[config.mk]
export PLATFORM = sky130hd
export DESIGN_NAME = wiegand_line_frontend_flat
export DESIGN_NICKNAME = d
export VERILOG_FILES = /design/src/rtl/wiegand_pkg.sv /design/src/rtl/wiegand_line_frontend_if.sv /design/src/rtl/wil_glitch_filter.sv /design/src/rtl/wiegand_line_frontend.sv /design/src/flat_wrapper.sv
export SDC_FILE = /design/constraint.sdc
export NUM_CORES = 1
export LEC_CHECK = 0
export CORE_MARGIN = 4
export CORE_UTILIZATION = 64
export CTS_BUF_LIST = sky130_fd_sc_hd__clkbuf_4 sky130_fd_sc_hd__clkbuf_8 sky130_fd_sc_hd__clkbuf_16
export DETAILED_ROUTE_END_ITERATION = 10
export PLACE_DENSITY = 0.9
export RECOVER_POWER = 100
export REMOVE_ABC_BUFFERS = 1
export SLEW_MARGIN = 20
export SYNTH_ARGS = -nofsm -noshare
export SYNTH_HDL_FRONTEND = slang
export SYNTH_SLANG_ARGS = --single-unit
[constraint.sdc]
create_clock -name clk -period 5.5 [get_ports clk]
set_clock_uncertainty 0.15 [all_clocks]
set_input_delay 0.55 -clock clk [delete_from_list [all_inputs] [get_ports clk]]
set_output_delay 0.55 -clock clk [all_outputs]
set_load 0.1 [all_outputs]
[src/rtl/wiegand_pkg.sv]
// rtl/wiegand_pkg.sv - shared types and default timing for the Wiegand receive path
package wiegand_pkg;

    typedef enum logic [1:0] {
        IDLE      = 2'd0,
        LOW       = 2'd1,
        WAIT_HIGH = 2'd2,
        ERR       = 2'd3
    } wg_state_t;

    // Lane index doubles as the decoded bit value: wil[0] low is a 0, wil[1] low is a 1.
    typedef enum logic {
        LANE_ZERO = 1'b0,
        LANE_ONE  = 1'b1
    } wg_lane_t;

    localparam int WG_FILT_LEN  = 3;
    localparam int WG_MIN_PULSE = 20;
    localparam int WG_MAX_PULSE = 200;
    localparam int WG_FRAME_GAP = 5000;
    localparam int WG_CNT_W     = 13;
    localparam int WG_BITS_W    = 6;

endpackage

[src/rtl/wiegand_line_frontend_if.sv]
// rtl/wiegand_line_frontend_if.sv - pin, enable and strobe bundle of the Wiegand front end
interface wiegand_line_frontend_if;
    import wiegand_pkg::*;

    logic [1:0]           wil;
    logic                 enable;
    logic                 bit_vld;
    logic                 bit_val;
    logic                 frame_end;
    logic [WG_BITS_W-1:0] frame_bits;
    logic                 err_pulse;
    logic                 err_both;
    logic                 line_idle;

    // master: the front end itself; slave: pins/config source and strobe consumer
    modport master (
        input  wil, enable,
        output bit_vld, bit_val, frame_end, frame_bits, err_pulse, err_both, line_idle
    );

    modport slave (
        output wil, enable,
        input  bit_vld, bit_val, frame_end, frame_bits, err_pulse, err_both, line_idle
    );

endinterface

[src/rtl/wil_glitch_filter.sv]
// rtl/wil_glitch_filter.sv - two-flop synchroniser plus run-length glitch filter for one line
module wil_glitch_filter #(
    parameter int FILT_LEN = 3
) (
    input  logic clk,
    input  logic nReset,
    input  logic raw,
    output logic level,
    output logic fell
);

    localparam int RUN_W = $clog2(FILT_LEN + 1);

    logic [1:0]       sync;
    logic [RUN_W-1:0] run;

    // Level flips only after FILT_LEN consecutive differing samples; fell marks a 1->0 flip.
    always_ff @(posedge clk or negedge nReset) begin
        if (!nReset) begin
            sync  <= 2'b11;
            level <= 1'b1;
            fell  <= 1'b0;
            run   <= '0;
        end else begin
            sync <= {sync[0], raw};
            fell <= 1'b0;
            if (sync[1] == level) begin
                run <= '0;
            end else if (run == RUN_W'(FILT_LEN - 1)) begin
                run   <= '0;
                level <= sync[1];
                fell  <= ~sync[1];
            end else begin
                run <= run + 1'b1;
            end
        end
    end

endmodule

[src/rtl/wiegand_line_frontend.sv]
// rtl/wiegand_line_frontend.sv - Wiegand pulse classifier producing bit, frame and error strobes
module wiegand_line_frontend
    import wiegand_pkg::*;
#(
    parameter int FILT_LEN  = WG_FILT_LEN,
    parameter int MIN_PULSE = WG_MIN_PULSE,
    parameter int MAX_PULSE = WG_MAX_PULSE,
    parameter int FRAME_GAP = WG_FRAME_GAP,
    parameter int CNT_W     = WG_CNT_W
) (
    input  logic                    clk,
    input  logic                    nReset,
    wiegand_line_frontend_if.master wif
);

    logic [1:0]           lvl;
    logic [1:0]           fell;
    wg_state_t            state;
    wg_lane_t             lane;
    logic [CNT_W-1:0]     width;
    logic [CNT_W-1:0]     gap;
    logic [WG_BITS_W-1:0] bit_cnt;
    logic                 bit_vld_q, bit_val_q, frame_end_q, err_pulse_q, err_both_q;
    logic [WG_BITS_W-1:0] frame_bits_q;

    logic             lane_idx;
    logic             lane_lvl;
    logic             other_lvl;
    logic [CNT_W-1:0] width_inc;

    wil_glitch_filter #(.FILT_LEN(FILT_LEN)) u_filt0 (
        .clk(clk), .nReset(nReset), .raw(wif.wil[0]), .level(lvl[0]), .fell(fell[0])
    );

    wil_glitch_filter #(.FILT_LEN(FILT_LEN)) u_filt1 (
        .clk(clk), .nReset(nReset), .raw(wif.wil[1]), .level(lvl[1]), .fell(fell[1])
    );

    assign lane_idx  = lane;
    assign lane_lvl  = lvl[lane_idx];
    assign other_lvl = lvl[!lane_idx];
    // Width including the current cycle, so a pin pulse of N cycles classifies as N.
    assign width_inc = width + 1'b1;

    // Pulse FSM, bit counting and frame-gap tracking; all strobes registered and one cycle wide.
    always_ff @(posedge clk or negedge nReset) begin
        if (!nReset) begin
            state        <= IDLE;
            lane         <= LANE_ZERO;
            width        <= '0;
            gap          <= '0;
            bit_cnt      <= '0;
            bit_vld_q    <= 1'b0;
            bit_val_q    <= 1'b0;
            frame_end_q  <= 1'b0;
            frame_bits_q <= '0;
            err_pulse_q  <= 1'b0;
            err_both_q   <= 1'b0;
        end else begin
            bit_vld_q   <= 1'b0;
            frame_end_q <= 1'b0;
            err_pulse_q <= 1'b0;
            err_both_q  <= 1'b0;
            if (!wif.enable) begin
                state   <= IDLE;
                bit_cnt <= '0;
                gap     <= '0;
            end else begin
                if (|fell) begin
                    gap <= '0;
                end else if (state == IDLE && gap != CNT_W'(FRAME_GAP)) begin
                    gap <= gap + 1'b1;
                end

                case (state)
                    IDLE: begin
                        if (&fell) begin
                            state      <= ERR;
                            err_both_q <= 1'b1;
                        end else if (|fell) begin
                            state <= LOW;
                            lane  <= fell[1] ? LANE_ONE : LANE_ZERO;
                            width <= '0;
                        end
                    end
                    LOW: begin
                        width <= width_inc;
                        if (!other_lvl) begin
                            state      <= ERR;
                            err_both_q <= 1'b1;
                        end else if (lane_lvl) begin
                            state <= IDLE;
                            if (width_inc >= CNT_W'(MIN_PULSE) && width_inc <= CNT_W'(MAX_PULSE)) begin
                                bit_vld_q <= 1'b1;
                                bit_val_q <= lane_idx;
                                if (bit_cnt != '1) begin
                                    bit_cnt <= bit_cnt + 1'b1;
                                end
                            end else begin
                                err_pulse_q <= 1'b1;
                            end
                        end else if (width_inc == CNT_W'(MAX_PULSE + 1)) begin
                            state       <= WAIT_HIGH;
                            err_pulse_q <= 1'b1;
                        end
                    end
                    WAIT_HIGH, ERR: begin
                        if (&lvl) begin
                            state <= IDLE;
                        end
                    end
                    default: state <= IDLE;
                endcase

                // Clearing the count stops a repeat strobe while the gap counter holds.
                if (gap == CNT_W'(FRAME_GAP) && bit_cnt != '0) begin
                    frame_end_q  <= 1'b1;
                    frame_bits_q <= bit_cnt;
                    bit_cnt      <= '0;
                end
            end
        end
    end

    assign wif.bit_vld    = bit_vld_q;
    assign wif.bit_val    = bit_val_q;
    assign wif.frame_end  = frame_end_q;
    assign wif.frame_bits = frame_bits_q;
    assign wif.err_pulse  = err_pulse_q;
    assign wif.err_both   = err_both_q;
    assign wif.line_idle  = (state == IDLE) && lvl[0] && lvl[1];

endmodule
[src/flat_wrapper.sv]
// flat-port wrapper written by rule: the top's interface ports become plain ports
module wiegand_line_frontend_flat import wiegand_pkg::*;
#(
    parameter int FILT_LEN  = WG_FILT_LEN,
    parameter int MIN_PULSE = WG_MIN_PULSE,
    parameter int MAX_PULSE = WG_MAX_PULSE,
    parameter int FRAME_GAP = WG_FRAME_GAP,
    parameter int CNT_W     = WG_CNT_W
)
  (clk, nReset, wif_wil, wif_enable, wif_bit_vld, wif_bit_val, wif_frame_end, wif_frame_bits, wif_err_pulse, wif_err_both, wif_line_idle);
  wiegand_line_frontend_if wif_i ();
  input  logic clk;
  input  logic nReset;
  input wire logic [$bits(wif_i.wil)-1:0] wif_wil;
  input wire logic [$bits(wif_i.enable)-1:0] wif_enable;
  output wire logic [$bits(wif_i.bit_vld)-1:0] wif_bit_vld;
  output wire logic [$bits(wif_i.bit_val)-1:0] wif_bit_val;
  output wire logic [$bits(wif_i.frame_end)-1:0] wif_frame_end;
  output wire logic [$bits(wif_i.frame_bits)-1:0] wif_frame_bits;
  output wire logic [$bits(wif_i.err_pulse)-1:0] wif_err_pulse;
  output wire logic [$bits(wif_i.err_both)-1:0] wif_err_both;
  output wire logic [$bits(wif_i.line_idle)-1:0] wif_line_idle;
  assign wif_i.wil = wif_wil;
  assign wif_i.enable = wif_enable;
  assign wif_bit_vld = wif_i.bit_vld;
  assign wif_bit_val = wif_i.bit_val;
  assign wif_frame_end = wif_i.frame_end;
  assign wif_frame_bits = wif_i.frame_bits;
  assign wif_err_pulse = wif_i.err_pulse;
  assign wif_err_both = wif_i.err_both;
  assign wif_line_idle = wif_i.line_idle;
  wiegand_line_frontend #(.FILT_LEN(FILT_LEN), .MIN_PULSE(MIN_PULSE), .MAX_PULSE(MAX_PULSE), .FRAME_GAP(FRAME_GAP), .CNT_W(CNT_W)) u_core (.clk(clk), .nReset(nReset), .wif(wif_i));
endmodule
* Word level (Yosys, flattened, before mapping)
Cells that the tools add are included.
Cells by class: add/subtract/negate cells 5, $lt $le $gt $ge 4, equal/unequal tests 22, multiplexer cells 51, bitwise gates (word level) 5, reduce and logical (&&, ||, !) cells 21
Operators with widths (number):
- 13-bit 2-to-1 mux | 5
- 6-bit 2-to-1 mux | 7
- 13-bit by 1-bit adder with 13-bit output (second input constant) | 2
- 13-bit case mux with 2 select lines | 1
- 1-bit 2-to-1 mux | 25
- 2-bit 2-to-1 mux | 11
- 3-bit by 1-bit != test with 1-bit output (second input constant) | 6
- 13-bit equality test (second input constant) | 1
- 13-bit by 8-bit equality test with 1-bit output (second input constant) | 1
- 13-bit by 5-bit greater-or-equal comparator with 1-bit output (second input constant) | 1
- 13-bit by 8-bit less-or-equal comparator with 1-bit output (second input constant) | 1
- 13-bit != test (second input constant) | 1
- 2-bit AND reduction | 5
- 5-bit AND reduction | 2
- 2-bit equality test (second input constant) | 4
- 4-bit AND reduction | 2
- 6-bit by 1-bit adder with 6-bit output (second input constant) | 1
- 6-bit != test (second input constant) | 1
- 2-bit case mux with 3 select lines | 1
- 6-bit nonzero test | 1
- 1-bit logical AND | 5
- 5-bit by 4-bit != test with 1-bit output (second input constant) | 1
- 1-bit inverter | 5
- 2-bit by 1-bit adder with 2-bit output (second input constant) | 2
- 13 further kinds | 16
Word-level totals: register bits 58, input bits 5, output and inout port bits 12, logic and storage cells 127

* Depth between registers and ports, before layout
Gate-level depths: netlist of run 1.
depth in word-level cells 9, gate-level depth with buffers 9, depth with buffers taken out 8

* Modules after synthesis
From an unflattened synthesis of run 1, not the netlist that was laid out.
Second synthesis, totals: cell total of the unflattened synthesis 322, area total of the unflattened synthesis 3168.0 um2
Modules (own cells, without submodules):
- wiegand_line_frontend | times used 1, cells each 298, area each 2745.1 um2
- wil_glitch_filter | times used 2, cells each 12, area each 211.5 um2

* Worst setup path before layout of run 1
OpenSTA, ideal clock, no wires.
kind reg-to-output, start reg u_core.u_filt1.level, end out wif_line_idle, arrival 2727 ps, required time 4800 ps, path slack 2073 ps, cell stages (with the launch flop) 3, cells stage by stage dfstp_2 nand2_1 nor3_1
On the way: cells in the longest elaborated chain, start to end 1
Ends and longest elaborated chain:
- start: declaration | RTL line wil_glitch_filter.sv:8 | output logic level,
- start signal: assignment | RTL line wil_glitch_filter.sv:31 | level <= sync[1];
- 1-bit logical AND | RTL line wiegand_line_frontend.sv:131 | assign wif.line_idle = (state == IDLE) && lvl[0] && lvl[1];
- end: declaration | RTL line flat_wrapper.sv:22 | output wire logic [$bits(wif_i.line_idle)-1:0] wif_line_idle;
Every way passes these cells.

* Worst setup path in the final report of run 1
Same ends and word-level chain as after synthesis.

==> results of run 1 <==
## layout by cell type, fill, tap and decap left out, drive strengths merged, types with 7 or more instances in the layout
master	Yosys	layout
a21oi	11	11
inv	9	9
nand4	9	9
nand3	12	12
o21ai	28	28
clkbuf	7	13
a31oi	7	7
and2	7	7
nor2	25	25
nor3	13	13
xor2	7	7
nand2	28	28
mux2	10	10
o31ai	7	7
dlygate4sd3	0	15
dfrtp	52	52
## layout make-up
cell class,instances,area share (%)
Clock buffer,12,4.66
Inverter,9,0.953
Sequential cell,58,41.1
Clock inverter,4,0.706
Timing Repair Buffer,18,4.69
Multi-Input combinational cell,248,45.5
Tap cell,67,2.36
## per-stage QoR
step | cells | utilization (%)
2_1_floorplan | 315 | -
3_3_place_gp | 400 | 70.2
3_5_place_dp | 400 | 70.2
4_1_cts | 416 | 74.1
5_1_grt | 416 | 73.6
6_report | 416 | 73.6
## registers in the layout (all words and copies together) (netlist names), 2 cells and up
signal / cells
u_core.gap: 13
u_core.width: 13
u_core.bit_cnt: 6
u_core.wif.frame_bits: 6
u_core.state: 2
u_core.u_filt0.run: 2
u_core.u_filt0.sync: 2
u_core.u_filt1.run: 2
u_core.u_filt1.sync: 2
## cells in the mapped netlist (all sizes together) (2+ instances only)
master | count | share of area [%]
o21ai | 28 | 4.3
a21oi | 11 | 1.7
or4 | 3 | 0.70
xor2 | 7 | 1.9
clkbuf | 7 | 0.85
nor4bb | 2 | 0.62
nor2b | 5 | 0.97
a32o | 2 | 0.62
inv | 9 | 1.0
dfrtp | 52 | 40
nor2 | 25 | 2.9
o211ai | 3 | 1.1
o31ai | 7 | 1.6
or3 | 4 | 0.78
nand2 | 28 | 3.3
and3b | 3 | 0.81
buf | 10 | 2.2
or2 | 3 | 0.58
nor3b | 4 | 1.1
o22ai | 2 | 0.58
mux2i | 6 | 1.9
nand3 | 12 | 2.0
and2 | 7 | 1.4
nor3 | 13 | 2.4
a21o | 3 | 0.70
nand4 | 9 | 1.9
nand2b | 2 | 0.39
and3 | 6 | 1.2
ha | 6 | 2.3
dfstp | 6 | 4.9
nand4b | 3 | 0.81
nor4b | 2 | 0.54
xnor2 | 6 | 1.6
a31oi | 7 | 1.4
nand3b | 3 | 0.70
mux2 | 10 | 3.6
o211a | 2 | 0.62
nor4 | 4 | 0.78
and4 | 2 | 0.54
## power by group
group	switching, uW	internal [uW]	total (uW)
sequential	67.1	475	542
clock	164	198	363
combinational	160	96.9	257
total	391	771	1160
## worst max-delay path, stage by stage (launching register included)
cell and delay [ns]:
dfstp_1 0.63, nand2_1 0.21, nor3_1 0.21, dlygate4sd3_1 1.23
## worst min-delay path by stage
stage	cells past startpoint	end	startpoint
after floorplan	0	u_core.bit_cnt[0]$_DFFE_PN0P_	nReset
after global placement	0	u_core.u_filt0.sync[1]$_DFF_PN1_	u_core.u_filt0.sync[0]$_DFF_PN1_
after detailed placement	0	u_core.u_filt1.sync[1]$_DFF_PN1_	u_core.u_filt1.sync[0]$_DFF_PN1_
after CTS	0	u_core.u_filt1.sync[1]$_DFF_PN1_	u_core.u_filt1.sync[0]$_DFF_PN1_
after global routing	0	u_core.u_filt0.sync[1]$_DFF_PN1_	u_core.u_filt0.sync[0]$_DFF_PN1_
final	0	u_core.u_filt1.sync[1]$_DFF_PN1_	u_core.u_filt1.sync[0]$_DFF_PN1_
## routing by layer
metal / routed length (microns) / vias up / track usage (%)
li1: - / 1229 / -
met1: 2820 / 1246 / 28.8
met2: 3070 / 102 / 34.5
met3: 410 / 10 / 7.82
met4: 68 / 0 / 6.53
met5: 0 / - / 0
## logic make-up (layout without fill, tap and decap cells)
family	after synthesis	in the layout	synth area share, %
AOI/OAI and AO/OA	70	70	14.0
xor gates and xnor gates	13	13	3.53
adders and majority gates	6	6	2.33
buffers and inverters	26	43	4.15
DFF	58	58	45.2
muxes	16	16	5.47
and+or+nand+nor	143	143	25.3
==> reports/metrics.cfg, run 1 <==
[status]
outcome = finished with violations
failed_checks = capacitance limit, slew limit

[global_routing]
grt_use_total_pct = 22.0
grt_max_degree = 59
grt_pass1_wl_microns = 10700
antenna_found_initial = 0
grt-ovfl-total = 0
grt_pass1_vias = 2250

[placement]
placed_area_sq_um = 3380
pre_cts_slack_ns = 2.59
hpwl_microns = 4290
portBuffers = 16
gp_congestion = 0.961

[job]
maxCapViolCount = 1

[clocking]
cts_root_buffer = clkbuf_8
cts_hold_buffers = 0
clock-sinks = 58
cts_setup_buffers = 0
ctsResizeCount = 0
cts_tree = built
clock_path_buffers = 2
cts_buffers = 9
path_clk_slew_ns = 0.06
clk_latency_ns = 0.34
cts_max_level = 3

[sta]
min_period_ns = 3.32
relSlewSlack_pct = -95.4
tightestPinTransition_ns = 2.93
final.period_utilization_pct = 60.4
finalWorstSetupSlack_ns = 2.18
hold_violations = 0
fmax_mhz = 301
hold_ws_ns = 0.206
setup_violations = 0
slew_violations = 59
setup-tns-final_ns = 0
rsz0062_at_grt = no

[drt]
num_vias = 2587
wl_per_cell_microns = 15.3
drc = 0
drt-initial-drc-count = 315
drt_wl_total_microns = 6370
ant_nets = 0
viasPerCell = 6.22
dr.pass1.iters = 5

[final_layout]
design_area_sq_um = 3550
drive_gt1_share_pct = 11.5
fin_nets = 355
ff_latch_area_sq_um = 1460
multi_input_area_sq_um = 1610
area_growth_pct = 9.93
diodes = 0
num-fill-cells = 326

[synthesis]
synthCells = 332
seq_area_frac_synth_pct = 45.2
synth_edf_count = 0
async_reset_ff_share_pct = 100
netlist_area_sq_um = 3230
ys.flop_type = dfrtp_1
yosysWarnings = 0
synth-seq-cells = 58
yosysUniqueCellTypes = 59
synth.avg_cell_area_sq_um = 9.72

[critical_path]
endpoint_kind = primary output
rr_startpoint = u_core.width[0]$_DFFE_PN0P_
crit_required_ns = 4.80
crit_arrival_ns = 2.62
r2r_cells = 7
crit_end = wif_line_idle
r2r_slack_ns = 2.41
setup.worst_path.start = u_core.u_filt1.level$_DFFE_PN1P_
start_kind = register
critPathKind = register to primary output
cp_max_fo = 7
rr_endpoint = u_core.bit_cnt[0]$_DFFE_PN0P_

[pwr]
power_uw = 1160
p_leak_uw = 0.00154
ir_drop_uv = 296
p_per_area_nw_per_um2 = 328

[floorplan]
rows = 25
die_w_microns = 79.0
io_pins = 17
start_util_pct = 67.0
die_area_sq_um = 6240
core_area_sq_um = 4820
dieHeight_microns = 79.0

[min_path]
hp-class = register to register

No activity file was read; power rests on OpenSTA's default activity.
==> run 2: changes to the inputs <==
Settings changed: CORE_UTILIZATION 64 to 60, PLACE_DENSITY 0.9 to 0.86.
Clock period 5.5 ns to 3.25 ns, I/O delays scaled along.
==> run 2 against run 1 <==
Effect of this change:
- the run now ends clean
- clock power rose by 67%
- largest cell class unchanged
- cell count grew 1.2%
- final area increased by 0.39%
- die area is 6.0% higher
- via count decreased by 1.0%
- critical endpoint is now u_core.bit_cnt[0]$_DFFE_PN0P_
- hold slack lost 0.0035 ns
- highest routed layer unchanged
==> reports/metrics.cfg, run 2 (synthesis gave the netlist of run 1 again) <==
[min_path]
hp-start = u_core.u_filt0.sync[0]$_DFF_PN1_
min_to = u_core.u_filt0.sync[1]$_DFF_PN1_
hp-class = register to register
holdPathStages = 0

[clocking]
cts_max_level = 3
clock-sinks = 58
cts_buffers = 9
clk_latency_ns = 0.35
clock_path_buffers = 2
cts_setup_buffers = 0
cts_root_buffer = clkbuf_8
cts_tree = built
path_clk_slew_ns = 0.07

[critical_path]
start_kind = register
crit_required_ns = 3.34
rr_endpoint = u_core.bit_cnt[0]$_DFFE_PN0P_
rr_startpoint = u_core.width[1]$_DFFE_PN0P_
max_stage_delay_ns = 0.52
crit_buf_inv = 0
endpoint_kind = register
cp_slowest_cell = dfrtp_1
cp_cell_sequence = ha_1 > and4_1 > nand3_1 > o22ai_1 > o211ai_4 > nor3_1 > mux2_2
r2r_cells = 7
crit_arrival_ns = 3.01
critPathKind = register to register
worstSetupPathDepth = 7
r2r_slack_ns = 0.33
critPathTopFamily = simple AND/OR/NAND/NOR gates
cp_max_fo = 15

[pwr]
p_leak_uw = 0.00153
ir_drop_uv = 385
p_per_area_nw_per_um2 = 550

[placement]
portBuffers = 16
gp_congestion = 0.888
placed_area_sq_um = 3390
hpwl_microns = 4260
pre_cts_slack_ns = 0.466

[drt]
wl_per_cell_microns = 15.4
dr.pass1.iters = 4
num_vias = 2560
drc = 0
drt-initial-drc-count = 211
viasPerCell = 6.08
ant_nets = 0
drt_wl_total_microns = 6470

[final_layout]
design_area_sq_um = 3560
num-fill-cells = 383
area_growth_pct = 10.4
drive_gt1_share_pct = 12.0
final_util_pct = 68.8
mostFrequentLayoutCells = dfrtp_1 (52), nand2_1 (28), o21ai_0 (28), nor2_1 (25), dlygate4sd3_1 (15)
diodes = 0
fin_nets = 357
top_regs = u_core.gap (13), u_core.width (13)
final_common_cell = dfrtp_1

[job]
maxCapViolCount = 0

[global_routing]
grt_max_degree = 41
antenna_found_initial = 0
grt_use_total_pct = 22.3
grt-ovfl-total = 0
grt_pass1_vias = 2502
grt_pass1_wl_microns = 11200

[floorplan]
start_util_pct = 62.4
io_pins = 17
die_w_microns = 81.3
dieHeight_microns = 81.3
rows = 26
core_area_sq_um = 5170
die_area_sq_um = 6610

[sta]
fmax_mhz = 342
min_period_ns = 2.92
final.period_utilization_pct = 89.9
rsz0062_at_grt = no
relSlewSlack_pct = 22.8
hold_violations = 0
finalWorstSetupSlack_ns = 0.330
setup_violations = 0
tightestPinTransition_ns = 1.16
hold_ws_ns = 0.203
slew_violations = 0
setup-tns-final_ns = 0

[status]
outcome = finished clean

-- run 2: worst reg2reg max path, stage by stage, from the launching register on --
cell and delay (ns):
dfrtp_1 0.52, ha_1 0.52, and4_1 0.27, nand3_1 0.12
o22ai_1 0.32, o211ai_4 0.19, nor3_1 0.35, mux2_2 0.38
-- run 2: cell type report --
class	count	area (sq um)	share of cell area (%)
inverters	9	33.8	0.949
repair buffers	20	174	4.89
flip-flops and latches	58	1460	41.0
clock buffers	10	138	3.87
multi-input cells	248	1630	45.7
well taps	70	87.6	2.46
clock inverters	6	41.3	1.16
-- run 2: power breakdown --
part,switching [uW],internal (uW),leakage (uW)
sequential,122,805,0.000776
clock,310,296,0.0000847
combinational,268,155,0.000673
-- run 2: worst max-delay path by stage --
stage                                          start                             end  slack [ns]
floorplan           u_core.u_filt1.level$_DFFE_PN1P_                   wif_line_idle        0.05
global placement         u_core.width[0]$_DFFE_PN0P_   u_core.bit_cnt[0]$_DFFE_PN0P_        0.59
detailed placement       u_core.width[0]$_DFFE_PN0P_   u_core.bit_cnt[0]$_DFFE_PN0P_        0.47
CTS                      u_core.width[1]$_DFFE_PN0P_   u_core.bit_cnt[0]$_DFFE_PN0P_        0.47
global route             u_core.width[0]$_DFFE_PN0P_  u_core.wif.err_pulse$_DFF_PN0_        0.19
finish                   u_core.width[1]$_DFFE_PN0P_   u_core.bit_cnt[0]$_DFFE_PN0P_        0.33
-- run 2: metal layers --
metal | global-route usage [%] | up-vias | wire (microns)
met1 | 27.8 | 1247 | 2920
met4 | 12.5 | 0 | 176
met5 | 0 | - | 0
met2 | 35.5 | 61 | 3090
li1 | - | 1233 | -
met3 | 5.10 | 19 | 283
-- run 2: metrics by stage --
stage               power, uW  std cells
floorplan                1240        315
global placement         1340        404
detailed placement       1370        404
CTS                      1980        421
global route             2070        421
finish                   1960        421
-- run 2: timing repair --
| item | CTS | global route |
|---|---|---|
| resized for setup | 0 | 0 |
| hold buffers | 1 | 0 |
| endpoints found under the hold margin | 18 | 0 |
